[config.mk]
export PLATFORM = sky130hd
export DESIGN_NAME = regfile_wr_ctrl
export DESIGN_NICKNAME = d
export VERILOG_FILES = /design/src/rtl/regfile_wr_ctrl.sv
export SDC_FILE = /design/constraint.sdc
export NUM_CORES = 1
export LEC_CHECK = 0
export ABC_CLOCK_PERIOD_IN_PS = 5400
export BUFFER_PORTS_ARGS = -buffer_cell sky130_fd_sc_hd__buf_2
export CORE_UTILIZATION = 45
export CTS_CLUSTER_SIZE = 10
export DETAILED_ROUTE_END_ITERATION = 10
export PLACE_DENSITY = 0.78
export SLEW_MARGIN = 20
export SYNTH_ARGS = -nofsm -noshare
export SYNTH_HDL_FRONTEND = slang
export SYNTH_SLANG_ARGS = --single-unit
export TNS_END_PERCENT = 1
[constraint.sdc]
create_clock -name clk -period 5.4 [get_ports clk]
set_clock_uncertainty 0.05 [all_clocks]
set_input_delay 0.54 -clock clk [delete_from_list [all_inputs] [get_ports clk]]
set_output_delay 0.54 -clock clk [all_outputs]
set_load 0.02 [all_outputs]
[src/rtl/regfile_wr_ctrl.sv]
// regfile_wr_ctrl
// ---------------
// Write-port controller for the per-core 20-entry register file. It sits between the
// register file's single write port and three write sources:
//   requester 0 = pipeline writeback
//   requester 1 = memory load return
//   requester 2 = host/debug loader
//
// After reset (or a soft clear) it zero-fills the general-purpose registers 1-14 and 16-18.
// It then grants one source per cycle, round-robin. Writes aimed at the hardwired or
// special registers (0, 15, 19, 20 and 21-31) are accepted but not performed.
//
// Optional feature: define RFWC_DROP_CNT_EN to add the saturating drop_cnt output.
//
// Ports
//   clk        in   clock, all logic on posedge
//   rst        in   asynchronous active-high reset
//   req_valid  in   [2:0]  per-requester write request
//   req_addr   in   [14:0] packed 3x5-bit target register; requester i uses [5i+4:5i]
//   req_data   in   [95:0] packed 3x32-bit write data; requester i uses [32i+31:32i]
//   req_ready  out  [2:0]  per-requester accept, combinational, one-hot or zero
//   clr_req    in   soft-clear request (a pulse is enough), honoured only in RUN
//   wp         out  [4:0]  register-file write address (registered)
//   we         out  register-file write enable (registered)
//   din        out  [31:0] register-file write data (registered)
//   init_done  out  high while running normally, one cycle behind the RUN state
//   err_wr     out  one-cycle pulse after an accepted write was dropped
//   drop_cnt   out  [15:0] saturating dropped-write count (RFWC_DROP_CNT_EN only)

module regfile_wr_ctrl #(
    parameter int unsigned NREQ = 3
) (
    input  logic              clk,
    input  logic              rst,
    input  logic [NREQ-1:0]   req_valid,
    input  logic [5*NREQ-1:0] req_addr,
    input  logic [32*NREQ-1:0] req_data,
    output logic [NREQ-1:0]   req_ready,
    input  logic              clr_req,
    output logic [4:0]        wp,
    output logic              we,
    output logic [31:0]       din,
    output logic              init_done,
    output logic              err_wr
`ifdef RFWC_DROP_CNT_EN
    ,
    output logic [15:0]       drop_cnt
`endif
);

    typedef enum logic [1:0] {
        StClear = 2'd0,
        StRun   = 2'd1,
        StDrain = 2'd2
    } state_e;

    // Last general-purpose register filled by the sweep; the sweep skips 15.
    localparam logic [4:0] SweepFirst = 5'd1;
    localparam logic [4:0] SweepLast  = 5'd18;
    localparam logic [4:0] SweepHole  = 5'd15;

    state_e     state_q;
    logic [4:0] ptr_q;
    logic [1:0] rr_q;

`ifdef RFWC_DROP_CNT_EN
    logic [15:0] drop_q;
    assign drop_cnt = drop_q;
`endif

    // (base + off) mod 3 for base, off in 0..2.
    function automatic logic [1:0] rr_idx(input logic [1:0] base, input logic [1:0] off);
        logic [2:0] s;
        s = {1'b0, base} + {1'b0, off};
        return (s >= 3'd3) ? 2'(s - 3'd3) : s[1:0];
    endfunction

    // Registers the register file may actually be written at.
    function automatic logic writable(input logic [4:0] a);
        return (a != 5'd0) && (a != SweepHole) && (a <= SweepLast);
    endfunction

    // ------------------------------------------------------------------
    // Round-robin grant: first valid requester at or after rr_q, cyclic.
    // Depends only on req_valid, state and rr pointer, never on addr/data.
    // ------------------------------------------------------------------
    logic       grant_vld;
    logic [1:0] grant_idx;

    always_comb begin
        grant_vld = 1'b0;
        grant_idx = 2'd0;
        if (state_q == StRun) begin
            for (int i = 0; i < int'(NREQ); i++) begin
                if (!grant_vld && req_valid[rr_idx(rr_q, 2'(i))]) begin
                    grant_vld = 1'b1;
                    grant_idx = rr_idx(rr_q, 2'(i));
                end
            end
        end
    end

    always_comb begin
        req_ready = '0;
        if (grant_vld) begin
            req_ready[grant_idx] = 1'b1;
        end
    end

    // Address/data of the granted requester.
    logic [4:0]  sel_addr;
    logic [31:0] sel_data;

    always_comb begin
        sel_addr = req_addr[4:0];
        sel_data = req_data[31:0];
        unique case (grant_idx)
            2'd1: begin
                sel_addr = req_addr[9:5];
                sel_data = req_data[63:32];
            end
            2'd2: begin
                sel_addr = req_addr[14:10];
                sel_data = req_data[95:64];
            end
            default: ;
        endcase
    end

    // ------------------------------------------------------------------
    // FSM with registered write-port outputs.
    // wp/we/din default to 0 every cycle: the register file zeroes
    // register[wp] whenever wp != 0 with we = 0, so an idle port must
    // present wp = 0.
    // ------------------------------------------------------------------
    always_ff @(posedge clk or posedge rst) begin
        if (rst) begin
            state_q   <= StClear;
            ptr_q     <= SweepFirst;
            rr_q      <= 2'd0;
            wp        <= 5'd0;
            we        <= 1'b0;
            din       <= 32'd0;
            init_done <= 1'b0;
            err_wr    <= 1'b0;
`ifdef RFWC_DROP_CNT_EN
            drop_q    <= 16'd0;
`endif
        end else begin
            wp     <= 5'd0;
            we     <= 1'b0;
            din    <= 32'd0;
            err_wr <= 1'b0;

            // Lags the state by one cycle so it rises only after the write of
            // register 18 has been issued on the port.
            init_done <= (state_q == StRun);

            unique case (state_q)
                StClear: begin
                    wp <= ptr_q;
                    we <= 1'b1;
                    if (ptr_q == SweepLast) begin
                        state_q <= StRun;
                        ptr_q   <= SweepFirst;
                    end else if (ptr_q == SweepHole - 5'd1) begin
                        ptr_q <= SweepHole + 5'd1;
                    end else begin
                        ptr_q <= ptr_q + 5'd1;
                    end
                end

                StRun: begin
                    if (grant_vld) begin
                        rr_q <= (grant_idx == 2'd2) ? 2'd0 : grant_idx + 2'd1;
                        if (writable(sel_addr)) begin
                            wp  <= sel_addr;
                            we  <= 1'b1;
                            din <= sel_data;
                        end else begin
                            err_wr <= 1'b1;
`ifdef RFWC_DROP_CNT_EN
                            if (drop_q != 16'hFFFF) begin
                                drop_q <= drop_q + 16'd1;
                            end
`endif
                        end
                    end
                    // The grant made in this cycle still completes; DRAIN then
                    // blocks new grants for one cycle before the sweep restarts.
                    if (clr_req) begin
                        state_q <= StDrain;
                    end
                end

                StDrain: begin
                    state_q <= StClear;
                    ptr_q   <= SweepFirst;
                end

                default: begin
                    state_q <= StClear;
                    ptr_q   <= SweepFirst;
                end
            endcase
        end
    end

endmodule

# [Word level (Yosys, flattened, before mapping)]
# Cells that the tools add are included.
[word_totals] register_bits=49 out_inout_bits=43 word_cells=86 input_bits=117
[op_classes] reduce_logical=11 add_sub_neg=7 muxes=43 order_cmp=9 n_eq_ne=8
[ops] cell="$mux 32" count=3
[ops] cell="$pmux 32 s2" count=1
[ops] cell="$pmux 5 s2" count=3
[ops] cell="$mux 2" count=10
[ops] cell="$mux 5" count=4
[ops] cell="$mux 1" count=15
[ops] cell="$lt 2x3->1 const B" count=4
[ops] cell="$bmux 1 s2" count=3
[ops] cell="$ge 3x2->1 const B" count=2
[ops] cell="$sub 2x2->2 const B" count=3
[ops] cell="$add 5x1->5 const B" count=1
[ops] cell="$eq 5x4->1 const B" count=1
[ops] cell="$eq 5x5->1 const B" count=1
[ops] cell="$le 5x5->1 const B" count=1
[ops] cell="$logic_and 1x1->1" count=5
[ops] cell="$ne 5x4->1 const B" count=1
[ops] cell="$reduce_bool 5->1" count=1
[ops] cell="$eq 2x1->1 const B" count=2
[ops] cell="$ne 2x2->1 const B" count=2
[ops] cell="$pmux 2 s2" count=1
[ops] cell="$reduce_and 2->1" count=2
[ops] cell="$add 2x1->3 const B" count=1
[ops] cell="$add 2x2->3 const B" count=1
[ops] cell="$mux 3" count=1
[ops] cell="8 further kinds" count=9

# [Longest topological paths before layout]
# Gate-level depths: netlist of run 1.
[depth] word_depth=22 ltp_mapped=15 ltp_nobuf=13

# [Worst setup path before layout of run 1]
# Ideal clock, no wire load.
[synth_path] kind="reg-to-reg" from="register rr_q[0]" to="register din[21]" path_stages_with_launch=14 path_buffers=2 setup_slack_ns=2.168 arrival_time_ns=3.005 setup_time_ns=0.178 required_time_ns=5.172 path_cell_list="dfrtp_1 inv_1 ha_1 o32a_1 nor2_1 o211ai_1 ha_1 buf_6 nor2_1 a21oi_1 or2_2 mux2i_4 buf_4 a2111oi_2"
[synth_between] elab_chain_cells=22 elab_cells_between_ends=43 classes_between="add/sub: 5; order compare: 4; eq/ne: 3; mux: 24; reduce/logical: 7"
[synth_rtl] element="start: declaration" line="64" text="logic [1:0] rr_q;"
[synth_rtl] element="start signal: assignment" line="175" text="rr_q <= (grant_idx == 2'd2) ? 2'd0 : grant_idx + 2'd1;"
[synth_rtl] element="branches (longest 20 deep; another with $add 2x1->3)"
[synth_rtl] element="$mux 32 (*)" line="174" text="if (grant_vld) begin"
[synth_rtl] element="$mux 32 (*)" line="159" text="unique case (state_q)"
[synth_rtl] element="end signal: assignment" line="179" text="din <= sel_data;"
[synth_rtl] element="end: declaration" line="42" text="output logic [31:0] din,"
# Mark *: on every way between the ends. The select of a mux whose other input is x is not followed.
# A chain may end at the register's enable or synchronous reset.

# [Worst setup path in the final report of run 1]
[layout_path] from="register rr_q[0]" to="register din[1]"
# Same word-level chain as after synthesis.

==> results.md, run 1 <==
* Outcome: finished clean
* Syn. warnings at 0
* Commonest non-fill, non-tap cell in the layout: buf_2
* P_leak at 0.00188 uW
* CP required at 5.48 ns
* Worst Path Arrival at 4.23 ns
* Initial Util at 47.2%
* Max Cap Viol at 0
* Met2 WL post-DR at roughly 4.1 mm
* Top-level I/O count at 160
* Routed vias at between 2k and 3k
* WS Path Type: reg -> reg
* Top FF cell, synth: dfrtp_1
* CP max FO at 36
* CP Launch Type: flop
* CP max-delay cell: ha_4
* P&R area growth vs syn at 29.4%
* Die height at around 87 um
* Metal3 WL at 457 um
* Worst-Skew Late Latency at 0.29 ns
* DP HPWL at 6.22 mm
* Reg2Reg Depth at 12
* Post-CTS Setup Bufs at 0
* TritonRoute pass-1 iters at 4
* Met1 wire length at 3.53 mm
* Clock slew at reported path FFs at approximately 0.09 ns
* GPL Wtd Cong at 0.915
* First-pass GRT wire length at 12.4 mm
* Clock Tree Root: clkbuf_8
* Syn nets at 403
* EDFF count, synth at 0
* Flop-to-flop setup slack at ~1.2 ns
* Fin. Hold Viols at 0
* Layout cells sized above 1 at around half
* Htree depth at 2
* Least-Margin Pin Slew at 0.829 ns
* Clock sink count at 49
* Num rows at 30
* Fin nets at 551
* Fmax at 241 MHz
* Post-synthesis cell area at between 0.003 and 0.004 mm^2
* PortBufs at between 150 and 200
* Slowest stage delay, CP at 0.73 ns
* Total global routing overflow at 0
* Slew HR at between 40 and 50%
* Yosys reg bits at around 50
* Sequential fraction of the synthesis area at a little under two fifths
* Syn Area/Cell at 11.8 um^2
* Pwr/cell area at 358 mW/mm^2
* VDD IR max at 0.000230 V
* Reg2reg start: rr_q[0]
* Worst setup margin at ~1.2 ns
* Vias per inst at 5.36
* Crit path cell chain: inv_1 > ha_1 > o32a_1 > nor2_1 > o211ai_1 > ha_4 > nor2_1 > a21oi_1 > or2_2 > mux2i_4 > buf_12 > a2111oi_0
* Core area at 0.00687 mm^2
* Final Non-Filler Cells at 520
* Final Max Tran Viols at 0
* Hold/Removal Path Class: in -> async
* CTS hold repair buffers at 0
* RSZ-0062 raised after global routing: false
* Resize count post-CTS at 0
* Post-Syn Instances at 275
* Num CTS Buffers at 5
* Drt first-iter violations at approximately 140
* Largest net degree at the start of global routing at 50
* Period minus WS final at 4.15 ns
* Yosys cell types at 50
* Final ANT Viol Nets at 0
* Die area at 0.00754 mm^2
* Crit. End Element: flop
* DRC errors left at 0
* CTS tree: yes
* Ys async rst share at 100%
* Post-Place Worst Slack at 1.27 ns
* Vias in the first global route at 2493
* R2R Path End: din[1]
* Ant diodes at 0
* Gr usage total at 21.1%
* Die W at 86.9 um
* Initial antenna violation count at 0
* Routed WL per cell at around 16 um
* Post-Route WL at 8.20 mm
* DR top layer: met4
* Crit-path most repeated cell: nor2_1
* Placed insts at 512
* Filler Cell Count at 588
* Fin crit share at 76.9%
* Longest Clk Path Bufs at 2
* Fin Setup TNS at 0 ns
* Endpoints failing setup at 0
* Most frequent cells in the layout: buf_2 (159), dfrtp_1 (48), nor2_1 (39), a22oi_1 (33), a2111oi_4 (19)
## how the worst max path moves through the flow
| stage | startpoint | to | slack, ns | depth (start not counted) |
|---|---|---|---|---|
| 2_1_floorplan | rr_q[0] | din[21] | 2.17 | 13 |
| 3_3_place_gp | rr_q[0] | din[0] | 1.46 | 12 |
| 3_5_place_dp | rr_q[0] | din[1] | 1.27 | 12 |
| 4_1_cts | rr_q[0] | din[1] | 1.25 | 12 |
| 5_1_grt | rr_q[0] | din[2] | 0.99 | 14 |
| 6_report | rr_q[0] | din[1] | 1.25 | 12 |
## layer usage
metal / global-route usage, % / vias to the layer above
met5: 0 / -
met4: 5.00 / 0
met3: 3.70 / 10
met2: 35.8 / 106
met1: 28.0 / 1329
li1: - / 1341
## cell type report
cell class              instances  area (um^2)  area share (%)
inverters                       9         35.0           0.835
well taps                      96          120            2.86
repair buffers                165          853            20.3
flip-flops and latches         49         1230            29.3
clock inverters                 1         30.0           0.716
multi-input cells             193         1840            43.9
clock buffers                   7         86.3            2.06
## cells in the mapped netlist (all sizes together), types with 2 or more instances
master / n / area [um^2]
a22o: 4 / 36.3
a32o: 2 / 20.0
nor2b: 3 / 18.8
a21oi: 5 / 28.8
ha: 11 / 138
a31oi: 2 / 12.5
nand3: 3 / 15.0
mux2i: 5 / 100
and2: 5 / 31.3
clkbuf: 14 / 52.6
dfrtp: 48 / 1200
nand2b: 3 / 18.8
buf: 10 / 97.6
o31ai: 4 / 43.8
o21ai: 8 / 40.0
inv: 8 / 30.0
nand2: 12 / 45.0
a22oi: 34 / 260
o211ai: 2 / 15.0
a21o: 2 / 15.0
nor2: 39 / 146
a2111oi: 32 / 693
## flip-flops by register name, summed over array words and instances (netlist names)
register	flops
rr_q	2
din	32
we	1
state_q	2
err_wr	1
wp	5
init_done	1
ptr_q	5
## power by group
group / internal (uW) / switching [uW]
Clock: 151 / 118
Sequential: 448 / 52.8
Combinational: 276 / 456
## worst max-delay path: cells and delay by family (launching register included)
kind / cells / cell delay (ns)
AND/OR/NAND/NOR: 3 / 0.50
multiplexers: 1 / 0.44
adder cells (fa/ha/maj): 2 / 1.09
buffers and inverters: 2 / 0.41
AO/OA/AOI/OAI: 4 / 1.08
flip-flops: 1 / 0.38
## per-stage QoR
step / instance area [um^2] / util (%) / total power [uW] / hold WS, ns
after floorplan: 3240 / - / 1060 / 0.385
after global placement: 4080 / 59.3 / 1220 / 0.408
after detailed placement: 4080 / 59.3 / 1240 / 0.404
after CTS: 4190 / 61.0 / 1510 / 0.419
after global routing: 4190 / 61.1 / 1590 / 0.393
final: 4190 / 61.1 / 1500 / 0.320
## cell families after synthesis
| logic type | synth area share (%) |
|---|---|
| buffers and inverters | 5.68 |
| XOR/XNOR | 0.270 |
| AO/OA/AOI/OAI | 38.7 |
| multiplexers | 3.44 |
| adder cells (fa/ha/maj) | 4.25 |
| AND/OR/NAND/NOR | 9.77 |
| flip-flops | 37.9 |
Note: power is estimated with default switching activity, not from simulation.
==> run 2: changes to the inputs <==
--- a/config.mk
+++ b/config.mk
@@ -5,12 +5,13 @@
 export SDC_FILE = /design/constraint.sdc
 export NUM_CORES = 1
 export LEC_CHECK = 0
-export ABC_CLOCK_PERIOD_IN_PS = 5400
+export ABC_AREA = 1
+export ABC_CLOCK_PERIOD_IN_PS = 3800
 export BUFFER_PORTS_ARGS = -buffer_cell sky130_fd_sc_hd__buf_2
-export CORE_UTILIZATION = 45
+export CORE_UTILIZATION = 41
 export CTS_CLUSTER_SIZE = 10
 export DETAILED_ROUTE_END_ITERATION = 10
-export PLACE_DENSITY = 0.78
+export PLACE_DENSITY = 0.76
 export SLEW_MARGIN = 20
 export SYNTH_ARGS = -nofsm -noshare
 export SYNTH_HDL_FRONTEND = slang
==> constraint.sdc (replaced) <==
create_clock -name clk -period 3.8 [get_ports clk]
set_clock_uncertainty 0.05 [all_clocks]
set_input_delay 0.38 -clock clk [delete_from_list [all_inputs] [get_ports clk]]
set_output_delay 0.38 -clock clk [all_outputs]
set_load 0.02 [all_outputs]
==> results.md, run 2 <==
* Outcome: finished clean
* Post-Place Worst Slack at 0.180 ns
* Pwr/cell area at 540 mW/mm^2
* Ant diodes at 0
* Final Non-Filler Cells at ~630
* Num CTS Buffers at 5
* P&R area growth vs syn at 30.1%
* TritonRoute pass-1 iters at 4
* Clock Tree Root: clkbuf_8
* Filler Cell Count at 678
* Synth top cells by count: nand2_1 (113), dfrtp_1 (48), nand3_1 (45)
* Crit. End Element: flop
* DRC errors left at 0
* Top cell type's share of synthesized area at 39.7%
* Die area at 0.00773 mm^2
* Commonest non-fill, non-tap cell in the layout: buf_2
* Initial Util at 43.6%
* Endpoints failing setup at 0
* Fin crit share at about 93%
* Most frequent cells in the layout: buf_2 (159), nand2_1 (113), dfrtp_1 (48), nand3_1 (45), o21ai_0 (38)
* VDD IR max at around 0.00032 V
* GPL Wtd Cong at ~0.83
* Fin. Hold Viols at 0
* Period minus WS final at 3.53 ns
* Vias per inst at 4.77
* Num rows at 30
* Fmax at 283 MHz
* Total power at 2130 uW
* Core area at 0.00694 mm^2
* Worst-Skew Late Latency at 0.30 ns
* Final ANT Viol Nets at 0
* Max reg flops at 32
* Fin nets at roughly 660
* Longest Clk Path Bufs at 2
* Routed WL per cell at 13.0 um
* Yosys reg bits at 49
* Worst setup margin at around 0.27 ns
* Largest Register: din
* Synth area leaders: dfrtp_1 (40%), nand2_1 (14%), nor2_4 (8.6%), nand3_1 (7.4%), o21ai_0 (6.3%)
* CTS tree: yes
* Post-synthesis cell area at 0.00303 mm^2
* DP HPWL at 6.36 mm
* Syn nets at 507
* Largest regs: din: 32 flops, ptr_q: 5 flops, wp: 5 flops
* Top FF cell, synth: dfrtp_1
* WHS at 0.165 ns
* Initial antenna violation count at 0
* CP Launch Type: flop
* Post-Route WL at between 8 and 9 mm
* Routed vias at 2991
* Vias in the first global route at 2664
* Syn. warnings at 0
* Yosys cell types at 34
* Htree depth at 2
* Total global routing overflow at 0
* PortBufs at 159
* Clock sink count at between 40 and 50
* Clock slew at reported path FFs at roughly 0.090 ns
* Slew HR at 44.5%
* Worst Path Arrival at 3.66 ns
* Gr usage total at just over 20%
* Final Max Tran Viols at 0
* Die height at between 80 and 90 um
* RSZ-0062 raised after global routing: true
* Ys async rst share at 100%
* Post-Syn Instances at approximately 380
* WS Path Type: reg -> reg
* P_leak at 0.00199 uW
* Drt first-iter violations at 137
* Syn Area/Cell at about 8 um^2
* Top-count cell post-synth: nand2_1
* Area leader, netlist: dfrtp_1
* Layout cells sized above 1 at 40.9%
* Placed insts at 618
* Hold/Removal Path Class: in -> async
* Post-CTS Setup Bufs at 0
* Sequential fraction of the synthesis area at 40.5%
* Max Cap Viol at 0
* Resize count post-CTS at 0
* CP max FO at 17
* EDFF count, synth at 0
* Least-Margin Pin Slew at 0.832 ns
* Largest net degree at the start of global routing at 59
* First-pass GRT wire length at 12.1 mm
* Top-level I/O count at 160
* CP required at 3.93 ns
* CTS hold repair buffers at 0
* Die W at 87.9 um
[run 2: path summary, 6_finish.rpt]
| path | startpoint | to | slack, ns | depth (start not counted) |
|---|---|---|---|---|
| worst max register to register | rr_q[0] | we | 0.27 | 20 |
| min in group clk | clr_req | state_q[0] | 0.23 | 2 |
| max in group asynchronous | rst | din[8] | 3.05 | 2 |
| worst min-delay path | rst | state_q[0] | 0.16 | 2 |
| worst min register to register | state_q[1] | init_done | 0.48 | 1 |
| worst max-delay path | rr_q[0] | we | 0.27 | 20 |
[run 2: through the flow]
| stage | setup TNS (ns) | utilization, % | instance area, um^2 |
|---|---|---|---|
| floorplan | 0 | - | 3030 |
| global placement | 0 | 55.2 | 3840 |
| detailed placement | 0 | 55.2 | 3840 |
| CTS | 0 | 56.4 | 3920 |
| global route | -0.00283 | 56.7 | 3940 |
| finish | 0 | 56.7 | 3940 |
[run 2: cell families after synthesis]
| logic type | synth area share, % |
|---|---|
| fa+ha+maj | 4.55 |
| flops | 40.5 |
| simple gates | 37.0 |
| xor+xnor | 0.579 |
| compound gates | 8.88 |
| buf+inv | 8.43 |
[run 2: cell type report]
class	instances	area, um^2	share of cell area, %
multi-input cells	281	1570	39.8
flip-flops and latches	49	1230	31.2
repair buffers	163	826	21.0
well taps	96	120	3.05
inverters	30	116	2.95
clock buffers	6	72.6	1.84
clock inverters	2	10.0	0.254
[run 2: critical path: stages (launching register included)]
cell and delay [ns]:
dfrtp_1 0.40, inv_1 0.09, ha_1 0.36, o21ai_0 0.24, o211ai_2 0.14, nor2_1 0.15
nand2_1 0.07, nand2_1 0.07, nor2_1 0.04, nor2_1 0.15, inv_1 0.13, ha_2 0.39
or2_2 0.32, nand2_1 0.11, nand2_1 0.08, inv_2 0.06, nand2_1 0.05, nand3_2 0.07
nand2_4 0.12, nand2_8 0.24, nand2_1 0.08
[run 2: metal layers]
metal	track usage (%)	wire length (um)	part of all wire [%]
met1	24.3	3340	41
met2	36.0	4130	51
met3	4.62	531	6.5
met4	7.45	170	2.1
met5	0	0	0
[run 2: power by group]
part           internal [uW]  switching (uW)  total (uW)
logic                    382             751        1130
clock network            128             165         293
registers                635            66.2         701
total                   1140             982        2130
